===== config.mk =====
export PLATFORM = sky130hd
export DESIGN_NAME = calc_seq_core
export DESIGN_NICKNAME = d
export VERILOG_FILES = /design/src/rtl/calc_seq_core.sv
export SDC_FILE = /design/constraint.sdc
export NUM_CORES = 1
export LEC_CHECK = 0
export CAP_MARGIN = 10
export CORE_MARGIN = 1
export CORE_UTILIZATION = 67
export CTS_BUF_LIST = sky130_fd_sc_hd__clkbuf_8
export CTS_CLUSTER_DIAMETER = 40
export CTS_CLUSTER_SIZE = 24
export DETAILED_ROUTE_END_ITERATION = 10
export DONT_BUFFER_PORTS = 1
export PLACE_DENSITY = 0.81
export SYNTH_ARGS = -nofsm -noshare
export SYNTH_HDL_FRONTEND = slang
export SYNTH_SLANG_ARGS = --single-unit

===== constraint.sdc =====
create_clock -name clk -period 5 [get_ports clk]
set_clock_uncertainty 0.05 [all_clocks]
set_input_delay 0.5 -clock clk [delete_from_list [all_inputs] [get_ports clk]]
set_output_delay 0.5 -clock clk [all_outputs]
set_load 0.05 [all_outputs]

===== src/rtl/calc_seq_core.sv =====
// Nibble-entry sequential calculator: two operands keyed in by pushbutton, one
// operation executed (multi-cycle shift-add for mul), result held until next press.
module calc_seq_core #(
  parameter int unsigned OPW = 8
) (
  input  logic              clk,
  input  logic              clear,
  input  logic              next,
  input  logic [2:0]        ms,
  input  logic              level,
  input  logic [3:0]        din,
  output logic [2*OPW-1:0]  result,
  output logic              ovf,
  output logic              done,
  output logic [3:0]        state_code
);

  localparam int unsigned RW  = 2 * OPW;
  localparam int unsigned NIB = OPW / 4;
  localparam int unsigned CW  = $clog2(OPW + 1);
  localparam int unsigned SW  = $clog2(OPW);

  localparam logic [2:0] OP_ADD = 3'b000;
  localparam logic [2:0] OP_SUB = 3'b001;
  localparam logic [2:0] OP_AND = 3'b010;
  localparam logic [2:0] OP_OR  = 3'b011;
  localparam logic [2:0] OP_XOR = 3'b100;
  localparam logic [2:0] OP_MUL = 3'b101;
  localparam logic [2:0] OP_SHL = 3'b110;

  typedef enum logic [3:0] {
    LOAD_A = 4'd1,
    LOAD_B = 4'd2,
    EXEC   = 4'd3,
    SHOW   = 4'd4
  } state_t;

  state_t          state, state_d;
  logic [OPW-1:0]  a, a_d, b, b_d;
  logic [CW-1:0]   cnt, cnt_d;
  logic [2:0]      op_q, op_d;
  logic            sgn_q, sgn_d;
  logic [RW-1:0]   mcand, mcand_d, acc, acc_d;
  logic [RW-1:0]   result_d;
  logic            ovf_d, done_d;

  // Button synchronizer; sync_vld keeps the reset-forced highs from looking
  // like a release, so a button held through reset must be released first.
  logic [1:0]      sync_q, sync_vld;
  logic            btn_prev;
  logic            press_c;

  always_ff @(posedge clk or negedge clear) begin
    if (!clear) begin
      sync_q   <= 2'b11;
      sync_vld <= 2'b00;
      btn_prev <= 1'b0;
    end else begin
      sync_q   <= {sync_q[0], next};
      sync_vld <= {sync_vld[0], 1'b1};
      btn_prev <= sync_q[1] & sync_vld[1];
    end
  end

  assign press_c = btn_prev & ~sync_q[1] & sync_vld[1];

  // Single-cycle datapath for everything except mul
  logic [RW-1:0]   a_ext, b_ext, arith, alu_res, mul_sum;
  logic [SW-1:0]   shamt;
  logic            alu_ovf, uns_out, sgn_out;

  always_comb begin
    a_ext   = sgn_q ? {{OPW{a[OPW-1]}}, a} : {{OPW{1'b0}}, a};
    b_ext   = sgn_q ? {{OPW{b[OPW-1]}}, b} : {{OPW{1'b0}}, b};
    arith   = (op_q == OP_SUB) ? (a_ext - b_ext) : (a_ext + b_ext);
    uns_out = |arith[RW-1:OPW];
    sgn_out = ~(&arith[RW-1:OPW-1] | ~|arith[RW-1:OPW-1]);
    shamt   = SW'(b % OPW);
    mul_sum = acc + (b[0] ? mcand : {RW{1'b0}});
    alu_res = {{OPW{1'b0}}, a};
    alu_ovf = 1'b0;
    case (op_q)
      OP_ADD, OP_SUB: begin
        alu_res = arith;
        alu_ovf = sgn_q ? sgn_out : uns_out;
      end
      OP_AND: alu_res = {{OPW{1'b0}}, a & b};
      OP_OR:  alu_res = {{OPW{1'b0}}, a | b};
      OP_XOR: alu_res = {{OPW{1'b0}}, a ^ b};
      OP_SHL: begin
        alu_res = {{OPW{1'b0}}, a} << shamt;
        alu_ovf = |alu_res[RW-1:OPW];
      end
      default: ;
    endcase
  end

  always_ff @(posedge clk or negedge clear) begin
    if (!clear) begin
      state  <= LOAD_A;
      a      <= '0;
      b      <= '0;
      cnt    <= '0;
      op_q   <= '0;
      sgn_q  <= 1'b0;
      mcand  <= '0;
      acc    <= '0;
      result <= '0;
      ovf    <= 1'b0;
      done   <= 1'b0;
    end else begin
      state  <= state_d;
      a      <= a_d;
      b      <= b_d;
      cnt    <= cnt_d;
      op_q   <= op_d;
      sgn_q  <= sgn_d;
      mcand  <= mcand_d;
      acc    <= acc_d;
      result <= result_d;
      ovf    <= ovf_d;
      done   <= done_d;
    end
  end

  always_comb begin
    state_d  = state;
    a_d      = a;
    b_d      = b;
    cnt_d    = cnt;
    op_d     = op_q;
    sgn_d    = sgn_q;
    mcand_d  = mcand;
    acc_d    = acc;
    result_d = result;
    ovf_d    = ovf;
    done_d   = done;
    case (state)
      LOAD_A: if (press_c) begin
        a_d = {a[OPW-5:0], din};
        if (cnt == CW'(NIB - 1)) begin
          cnt_d   = '0;
          state_d = LOAD_B;
        end else begin
          cnt_d = cnt + CW'(1);
        end
      end
      LOAD_B: if (press_c) begin
        b_d = {b[OPW-5:0], din};
        if (cnt == CW'(NIB - 1)) begin
          cnt_d   = '0;
          op_d    = ms;
          sgn_d   = level;
          mcand_d = {{OPW{1'b0}}, a};
          acc_d   = '0;
          state_d = EXEC;
        end else begin
          cnt_d = cnt + CW'(1);
        end
      end
      EXEC: begin
        if (op_q == OP_MUL) begin
          // One multiplier bit per cycle: B shifts out LSB-first, A shifts up
          acc_d   = mul_sum;
          mcand_d = mcand << 1;
          b_d     = b >> 1;
          if (cnt == CW'(OPW - 1)) begin
            cnt_d    = '0;
            result_d = mul_sum;
            ovf_d    = |mul_sum[RW-1:OPW];
            done_d   = 1'b1;
            state_d  = SHOW;
          end else begin
            cnt_d = cnt + CW'(1);
          end
        end else begin
          result_d = alu_res;
          ovf_d    = alu_ovf;
          done_d   = 1'b1;
          state_d  = SHOW;
        end
      end
      SHOW: if (press_c) begin
        a_d      = '0;
        b_d      = '0;
        cnt_d    = '0;
        result_d = '0;
        ovf_d    = 1'b0;
        done_d   = 1'b0;
        state_d  = LOAD_A;
      end
      default: state_d = LOAD_A;
    endcase
  end

  assign state_code = state;

endmodule


==> results.json, run 1 <==
{
  "maxSlewHeadroom": 0.360,
  "layout-drive-gt1-share": 0.0700,
  "cts_hold_buffers": 2,
  "numCtsBuffers": 9,
  "dieArea_um2": 9900,
  "seq_area_frac_synth": 0.323,
  "min_period_ps": 4260,
  "rsz0062_at_grt": "no",
  "antenna_cells": 0,
  "finalCritPeriodShare": 0.852,
  "multiInputGateArea_um2": 4030,
  "dp_hpwl_um": 13100,
  "grt-ovfl-total": 0,
  "min_from": "next",
  "synth_edf_count": 0,
  "fin_setup_tns_ps": 0,
  "core-area_um2": 9240,
  "antenna_found_initial": 0,
  "syn2layout_area_growth_pct": 5.56,
  "syn_area_um2": 6370,
  "dieWidth_um": 99.5,
  "crit_slowest_cell": "a311oi_1",
  "synthCells": 778,
  "clock_latency_ps": 370,
  "clock_path_buffers": 2,
  "routabilityCongestion": 0.917,
  "cp.arrival_ps": 4480,
  "hold_class": "primary input to flop",
  "yosysWarnings": 0,
  "wl_um": 17700,
  "slew_viol_final": 0,
  "io_pins": 33,
  "synthFlopType": "dfrtp_1",
  "ys_types": 73,
  "leakagePower_nw": 3.06,
  "grt_usage": 0.376,
  "ys_seq_elements": 82,
  "clock.fmax_ghz": 0.235,
  "fillCellCount": 775,
  "synth_area_leaders": "dfrtp_1, ha_1, nand2_1",
  "final_hold_viol_count": 0,
  "via_per_inst": 6.58,
  "seqCellArea_um2": 2060,
  "cts_resized": 0,
  "cp-startpoint": "b[1]",
  "max_stage_delay_ps": 630,
  "fin_nets": 830,
  "vias": 5926,
  "crit_path_frequent_cell": "ha_1",
  "setup_ws_ps": 742,
  "setup_violations": 0,
  "tightest_slew_ps": 958,
  "syn_avg_cell_area_um2": 8.18,
  "async_flop_share": 1.00,
  "first_pass_iters": 6,
  "p_per_area_nw_per_um2": 608,
  "setup.worst_path.class": "flop to flop",
  "cts.sinks": 82,
  "r2r-start": "b[1]",
  "path_cells": "clkinv_1, ha_1, a311oi_1, a21oi_1, ha_1, nor4b_1, a2111oi_0, o211ai_1, and3_1, and4_1, a2111o_1, a31oi_1",
  "dp_slack_ps": 900,
  "cts_tree": "done",
  "start_util": 0.689,
  "grt_max_degree": 83,
  "layout_commonest_cell": "nand2_1",
  "wl_per_cell_um": 19.6,
  "start_kind": "flop",
  "io_buffers": 0,
  "cap_viol_max_count": 0,
  "synth_top_area_frac": 0.310,
  "rows": 35,
  "vdd_drop_max_v": 0.000424,
  "path_clk_slew_ps": 100,
  "final_cell_mix": "nand2_1, dfrtp_1, o21ai_0",
  "cp.required_ps": 5220,
  "status": "finished, final reports clean",
  "chipHeight_um": 99.5,
  "worstPathMaxFanout": 11,
  "yosys.area.top_type": "dfrtp_1",
  "drcViolationCount": 0,
  "grt_first_pass_wirelength_um": 28700,
  "cts_setup_buffers": 0,
  "grt_pass1_vias": 5707,
  "drt_iter0_markers": 487,
  "cts-root-buf": "clkbuf_8",
  "worstSetupEndpointType": "flop",
  "ant_nets": 0,
  "htree_levels": 3,
  "synth_nets": 842
}
## area by class of cell
class,instances,share of cell area
timing repair buffer,16,0.0212
clock buffer,10,0.0205
tap,129,0.0240
clock inverter,6,0.0106
sequential,82,0.306
multi-input combinational,623,0.599
inverter,34,0.0190
## sequential cells by signal (all words and copies together) (netlist names)
name        flops
a               8
acc            16
b               8
btn_prev        1
cnt             4
done            1
mcand          16
op_q            3
ovf             1
result         16
sgn_q           1
state_code      3
sync_q          2
sync_vld        2
## layer usage
| metal | GRT usage | share of wire | vias to the layer above |
|---|---|---|---|
| met2 | 0.607 | 0.46 | 278 |
| li1 | - | - | 2787 |
| met4 | 0.213 | 0.044 | 0 |
| met3 | 0.0745 | 0.074 | 58 |
| met1 | 0.475 | 0.42 | 2803 |
| met5 | 0 | 0 | - |
## report_power, final
group	internal [W]	total [W]	leakage, nW	switching (W)
logic	0.000893	0.00235	1.91	0.00146
clock network	0.000251	0.000519	0.105	0.000268
registers	0.000803	0.00122	1.05	0.000414
## critical path, delay by kind of cell (launching register included)
family	cells	cell delay, ps
AOI/OAI and AO/OA	6	2110
adders and majority gates	2	770
buffers and inverters	1	240
DFF	1	360
and+or+nand+nor	3	630
## worst paths after layout
check,to,slack [ps],depth (start not counted)
min,sync_q[0],70,0
min in group asynchronous,acc[5],640,2
max reg2reg,ovf,740,12
max in group asynchronous,sync_q[0],3880,2
max,ovf,740,12
min reg2reg,sync_vld[1],310,0
## per-stage QoR
step | utilization | area [um^2] | hold WS [ps] | cells | total power (W)
after floorplan | - | 6370 | 154 | 778 | 0.00288
final | 0.727 | 6720 | 72.3 | 900 | 0.00409
after detailed placement | 0.700 | 6470 | 159 | 881 | 0.00349
after global routing | 0.727 | 6720 | 58.2 | 900 | 0.00438
after global placement | 0.700 | 6470 | 157 | 881 | 0.00341
after CTS | 0.727 | 6710 | 59.1 | 899 | 0.00404
## cells by family after synthesis
kind of cell,after synthesis,synth area share
buffers and inverters,73,0.0450
muxes,22,0.0379
DFF,82,0.323
other,2,0.00118
adders and majority gates,53,0.107
AOI/OAI and AO/OA,249,0.249
and+or+nand+nor,267,0.196
xor gates and xnor gates,30,0.0424
## Yosys cell counts (8+ instances only)
library cell,number
a221oi_1,11
and2_1,20
dfrtp_1,79
a21o_1,11
o211ai_1,8
o21ai_0,76
nor2b_1,9
inv_1,32
xnor2_1,15
nand3_1,13
mux2i_1,14
xor2_1,14
ha_1,51
nor2_1,64
nor3_1,13
clkbuf_1,35
a22o_1,10
o22ai_1,10
nand2_1,107
a211oi_1,8
a21oi_1,60
Power figures use the tool's default switching activity.
==> inputs of run 2 (changes only) <==
- CORE_UTILIZATION: 67 -> 65
- CTS_BUF_LIST: sky130_fd_sc_hd__clkbuf_8 -> sky130_fd_sc_hd__clkbuf_4 sky130_fd_sc_hd__clkbuf_8 sky130_fd_sc_hd__clkbuf_16
- GPL_ROUTABILITY_DRIVEN: unset -> 1
- PLACE_DENSITY: 0.81 -> 0.79
==> results.json, run 2 (synthesis gave the netlist of run 1 again) <==
{
  "maxSlewHeadroom": 0.245,
  "cp-startpoint": "b[1]",
  "clock_path_buffers": 2,
  "min_from": "next",
  "core-area_um2": 9370,
  "start_util": 0.679,
  "clock_latency_ps": 360,
  "final_cell_mix": "nand2_1, dfrtp_1, o21ai_0",
  "first_pass_iters": 6,
  "whs_ps": 79.0,
  "cp.arrival_ps": 4420,
  "cts.sinks": 82,
  "final_hold_viol_count": 0,
  "numCtsBuffers": 9,
  "antenna_cells": 0,
  "io_pins": 33,
  "dp_hpwl_um": 13000,
  "fin_nets": 828,
  "path_clk_slew_ps": 100,
  "dieArea_um2": 10200,
  "slew_viol_final": 0,
  "fin_setup_tns_ps": 0,
  "dieWidth_um": 101,
  "p_clk_frac": 0.128,
  "vias": 5891,
  "p_per_area_nw_per_um2": 609,
  "syn2layout_area_growth_pct": 5.29,
  "vdd_drop_max_v": 0.000412,
  "tightest_slew_ps": 1130,
  "grtUsageMet2": 0.601,
  "via_per_inst": 6.56,
  "layout-drive-gt1-share": 0.0676,
  "worstPathMaxFanout": 11,
  "cts_setup_buffers": 0,
  "grt_max_degree": 83,
  "grt_first_pass_wirelength_um": 28400,
  "io_buffers": 0,
  "drcViolationCount": 0,
  "p_comb_frac": 0.575,
  "rows": 35,
  "leakagePower_nw": 3.05,
  "ant_nets": 0,
  "cts_tree": "done",
  "grt_pass1_vias": 5738,
  "cap_viol_max_count": 0,
  "biggestRegsByFlops": "acc: 16 flops, mcand: 16 flops, result: 16 flops",
  "p_switching_w": 0.00215,
  "setup.worst_path.class": "flop to flop",
  "gr-usage-met1": 0.471,
  "gr-usage-met3": 0.0680,
  "layout_commonest_cell": "nand2_1",
  "r2r-start": "b[1]",
  "drt_iter0_markers": 610,
  "start_kind": "flop",
  "min_period_ps": 4200,
  "chipHeight_um": 101,
  "finalCritPeriodShare": 0.840,
  "rsz0062_at_grt": "no",
  "busiest_layer": "met2",
  "cts-root-buf": "clkbuf_8",
  "antenna_found_initial": 0,
  "wl_um": 17600,
  "routabilityCongestion": 0.980,
  "hold_class": "primary input to flop",
  "cp.required_ps": 5220,
  "setup_violations": 0,
  "htree_levels": 3,
  "grt_usage": 0.364,
  "power.internal_w": 0.00193,
  "grt-ovfl-total": 0,
  "wl_per_cell_um": 19.6,
  "clock.fmax_ghz": 0.238,
  "worstSetupEndpointType": "flop",
  "seqPwrFrac": 0.297,
  "status": "finished, final reports clean",
  "p_sw_frac": 0.526
}
==> run 2: cell types whose count changed in the layout (fill, tap and decap cells not counted) <==
cell / delta
buf_4: -2
clkbuf_8: -1
inv_8: +1
==> run 2: power groups by stage <==
stage	clock network [W]	logic, W	registers, W
2_1_floorplan	0	0.00174	0.00114
3_3_place_gp	0	0.00221	0.00122
3_5_place_dp	0	0.00226	0.00122
4_1_cts	0.000527	0.00229	0.00121
5_1_grt	0.000552	0.00258	0.00124
6_report	0.000522	0.00235	0.00121
==> run 2: worst paths after layout <==
| kind | slack [ps] | to | cells past startpoint |
|---|---|---|---|
| min in group asynchronous | 660 | acc[12] | 2 |
| min reg2reg | 310 | sync_q[1] | 0 |
| min | 80 | sync_q[0] | 0 |
| max | 800 | ovf | 13 |
| max in group asynchronous | 3880 | state_code[0] | 2 |
| max reg2reg | 800 | ovf | 13 |
==> run 2: layout make-up <==
type,count,area [um^2]
clock inverters,7,82.6
well taps,129,161
repair buffers,14,128
flip-flops and latches,82,2060
inverters,34,128
multi-input cells,623,4030
fillers,755,2670
clock buffers,9,124
==> run 2: timing repair <==
action                                 4_1_cts  5_1_grt
endpoints found under the hold margin       82        0
hold buffers                                 2        0
gates resized for setup                      0        0
==> run 2: critical path, stage by stage (launching register included) <==
cell and delay [ps]:
dfrtp_1 360, clkinv_1 260, ha_1 350, a311oi_1 590
a21oi_1 100, ha_1 470, nand4_1 150, or3_1 320
o21ai_0 220, xor2_1 340, nor4_1 100, and4_1 230
a2111o_1 400, a31oi_1 170
==> run 2: metrics by stage <==
step / instances / total power [W] / setup slack (ps) / instance area (um^2) / utilization
detailed placement: 880 / 0.00348 / 923 / 6460 / 0.689
floorplan: 778 / 0.00288 / 1300 / 6370 / -
global route: 898 / 0.00437 / 392 / 6700 / 0.715
finish: 898 / 0.00408 / 800 / 6700 / 0.715
CTS: 898 / 0.00403 / 862 / 6700 / 0.715
global placement: 880 / 0.00343 / 1050 / 6460 / 0.689
==> run 2: per-layer routing <==
metal  routed length, um  vias up
li1                    -     2783
met1                7390     2791
met2                8260      267
met3                1360       50
met4                 579        0
met5                   0        -
==> inputs of run 3 (changes only) <==
- CORE_UTILIZATION: 65 -> 59
- PLACE_DENSITY: 0.79 -> 0.76
- clock period: 5 -> 3.5 ns (I/O delays scaled with it)
==> results.json, run 3 (synthesis gave the netlist of run 1 again) <==
{
  "status": "finished, final reports clean",
  "grt_first_pass_wirelength_um": 29100,
  "seqCellArea_um2": 2060,
  "syn2layout_area_growth_pct": 15.5,
  "htree_levels": 3,
  "fin_setup_tns_ps": 0,
  "grt_usage": 0.332,
  "dieArea_um2": 11200,
  "tightest_slew_ps": 950,
  "worstSetupEndpointType": "flop",
  "layout_commonest_cell": "nand2_1",
  "final_cell_mix": "nand2_1, dfrtp_1, o21ai_0",
  "wl_per_cell_um": 19.0,
  "final_hold_viol_count": 0,
  "rows": 37,
  "first_pass_iters": 5,
  "dp_hpwl_um": 13400,
  "dieWidth_um": 106,
  "grt_max_degree": 83,
  "rsz0062_at_grt": "yes",
  "start_util": 0.611,
  "path_clk_slew_ps": 90,
  "layout-drive-gt1-share": 0.169,
  "r2r_cells": 15,
  "fin_nets": 888,
  "numCtsBuffers": 9,
  "crit_end": "ovf",
  "core-area_um2": 10400,
  "antenna_cells": 0,
  "multiInputGateArea_um2": 4200,
  "clock_latency_ps": 370,
  "cts.sinks": 82,
  "cts_tree": "done",
  "cap_viol_max_count": 0,
  "reg2reg_slack_ps": 60,
  "leakagePower_nw": 3.38,
  "chipHeight_um": 106,
  "path_cells": "nor3b_4, buf_12, a21oi_2, xnor2_1, ha_1, a211oi_2, buf_4, o311ai_4, a221oi_2, o21ai_1, xor2_1, nor4_1, and4_1, a2111o_1, a31oi_1",
  "setup.worst_path.class": "flop to flop",
  "min_period_ps": 3440,
  "dp_slack_ps": -36.6,
  "max_stage_delay_ps": 420,
  "grt_pass1_vias": 5737,
  "maxSlewHeadroom": 0.365,
  "cp-startpoint": "op_q[1]",
  "p_per_area_nw_per_um2": 930,
  "cp.required_ps": 3740,
  "vias": 6144,
  "fillCellCount": 854,
  "cts-root-buf": "clkbuf_8",
  "biggestRegsByFlops": "acc: 16 flops, mcand: 16 flops, result: 16 flops",
  "via_per_inst": 6.37,
  "clock_path_buffers": 2,
  "setup_violations": 0,
  "finalCritPeriodShare": 0.983,
  "vdd_drop_max_v": 0.000683,
  "crit_slowest_cell": "dfrtp_1",
  "start_kind": "flop",
  "ant_nets": 0,
  "setup_ws_ps": 61.1,
  "antenna_found_initial": 1,
  "clock.fmax_ghz": 0.291,
  "routabilityCongestion": 0.984,
  "r2r-start": "op_q[1]",
  "drcViolationCount": 0,
  "slew_viol_final": 0,
  "worstPathMaxFanout": 9,
  "drt_iter0_markers": 481,
  "cp.arrival_ps": 3680,
  "hold_class": "primary input to flop",
  "io_buffers": 0,
  "grt-ovfl-total": 0,
  "wl_um": 18400,
  "io_pins": 33,
  "rr_endpoint": "ovf"
}
[run 3: cell type report]
cell class	count	share of cell area
Clock buffer	9	0.0168
Clock inverter	7	0.0112
Inverter	34	0.0173
Multi-Input combinational cell	623	0.571
Sequential cell	82	0.279
Tap cell	136	0.0231
Timing Repair Buffer	74	0.0811
[run 3: metal layers]
layer | global-route usage | vias up | wire length, um
met5 | 0 | - | 0
met1 | 0.456 | 2980 | 8030
met3 | 0.0464 | 32 | 1170
met2 | 0.539 | 241 | 8820
li1 | - | 2891 | -
met4 | 0.105 | 0 | 345
[run 3: worst min-delay path by stage]
stage | depth (start not counted) | end | start
2_1_floorplan | 0 | a[0] | clear
3_3_place_gp | 0 | result[13] | clear
3_5_place_dp | 0 | result[10] | clear
4_1_cts | 2 | sgn_q | level
5_1_grt | 2 | sgn_q | level
6_report | 2 | sgn_q | level
[run 3: worst max-delay path, delay by kind of cell, from the launching register on]
family	cells	cell delay, ps
simple gates	3	560
flops	1	420
xor+xnor	2	330
compound gates	7	1290
fa+ha+maj	1	360
buf+inv	2	340
[run 3: what timing repair did]
action / CTS / global route
gates resized for setup: 5 / 32
setup endpoints to repair: 1 / 6
hold endpoints to repair: 83 / 0
hold buffers: 3 / 0
gates cloned: 0 / 0
pin swaps: 4 / 21
buffers inserted: 5 / 6
[run 3: where the power goes]
part | total, W | switching [W] | internal [W]
Sequential | 0.00165 | 0.000498 | 0.00115
Combinational | 0.00444 | 0.00250 | 0.00194
Clock | 0.000753 | 0.000409 | 0.000344
Total | 0.00684 | 0.00340 | 0.00343
[run 3: per-stage QoR]
stage / hold slack (ps) / util / area, um^2 / total power [W] / std cells
after global routing: 56.9 / 0.706 / 7360 / 0.00728 / 965
after CTS: 54.0 / 0.687 / 7160 / 0.00645 / 958
final: 55.4 / 0.706 / 7360 / 0.00684 / 965
after floorplan: 4.41 / - / 6380 / 0.00413 / 778
after detailed placement: 8.05 / 0.657 / 6850 / 0.00554 / 934
after global placement: 8.28 / 0.657 / 6850 / 0.00546 / 934
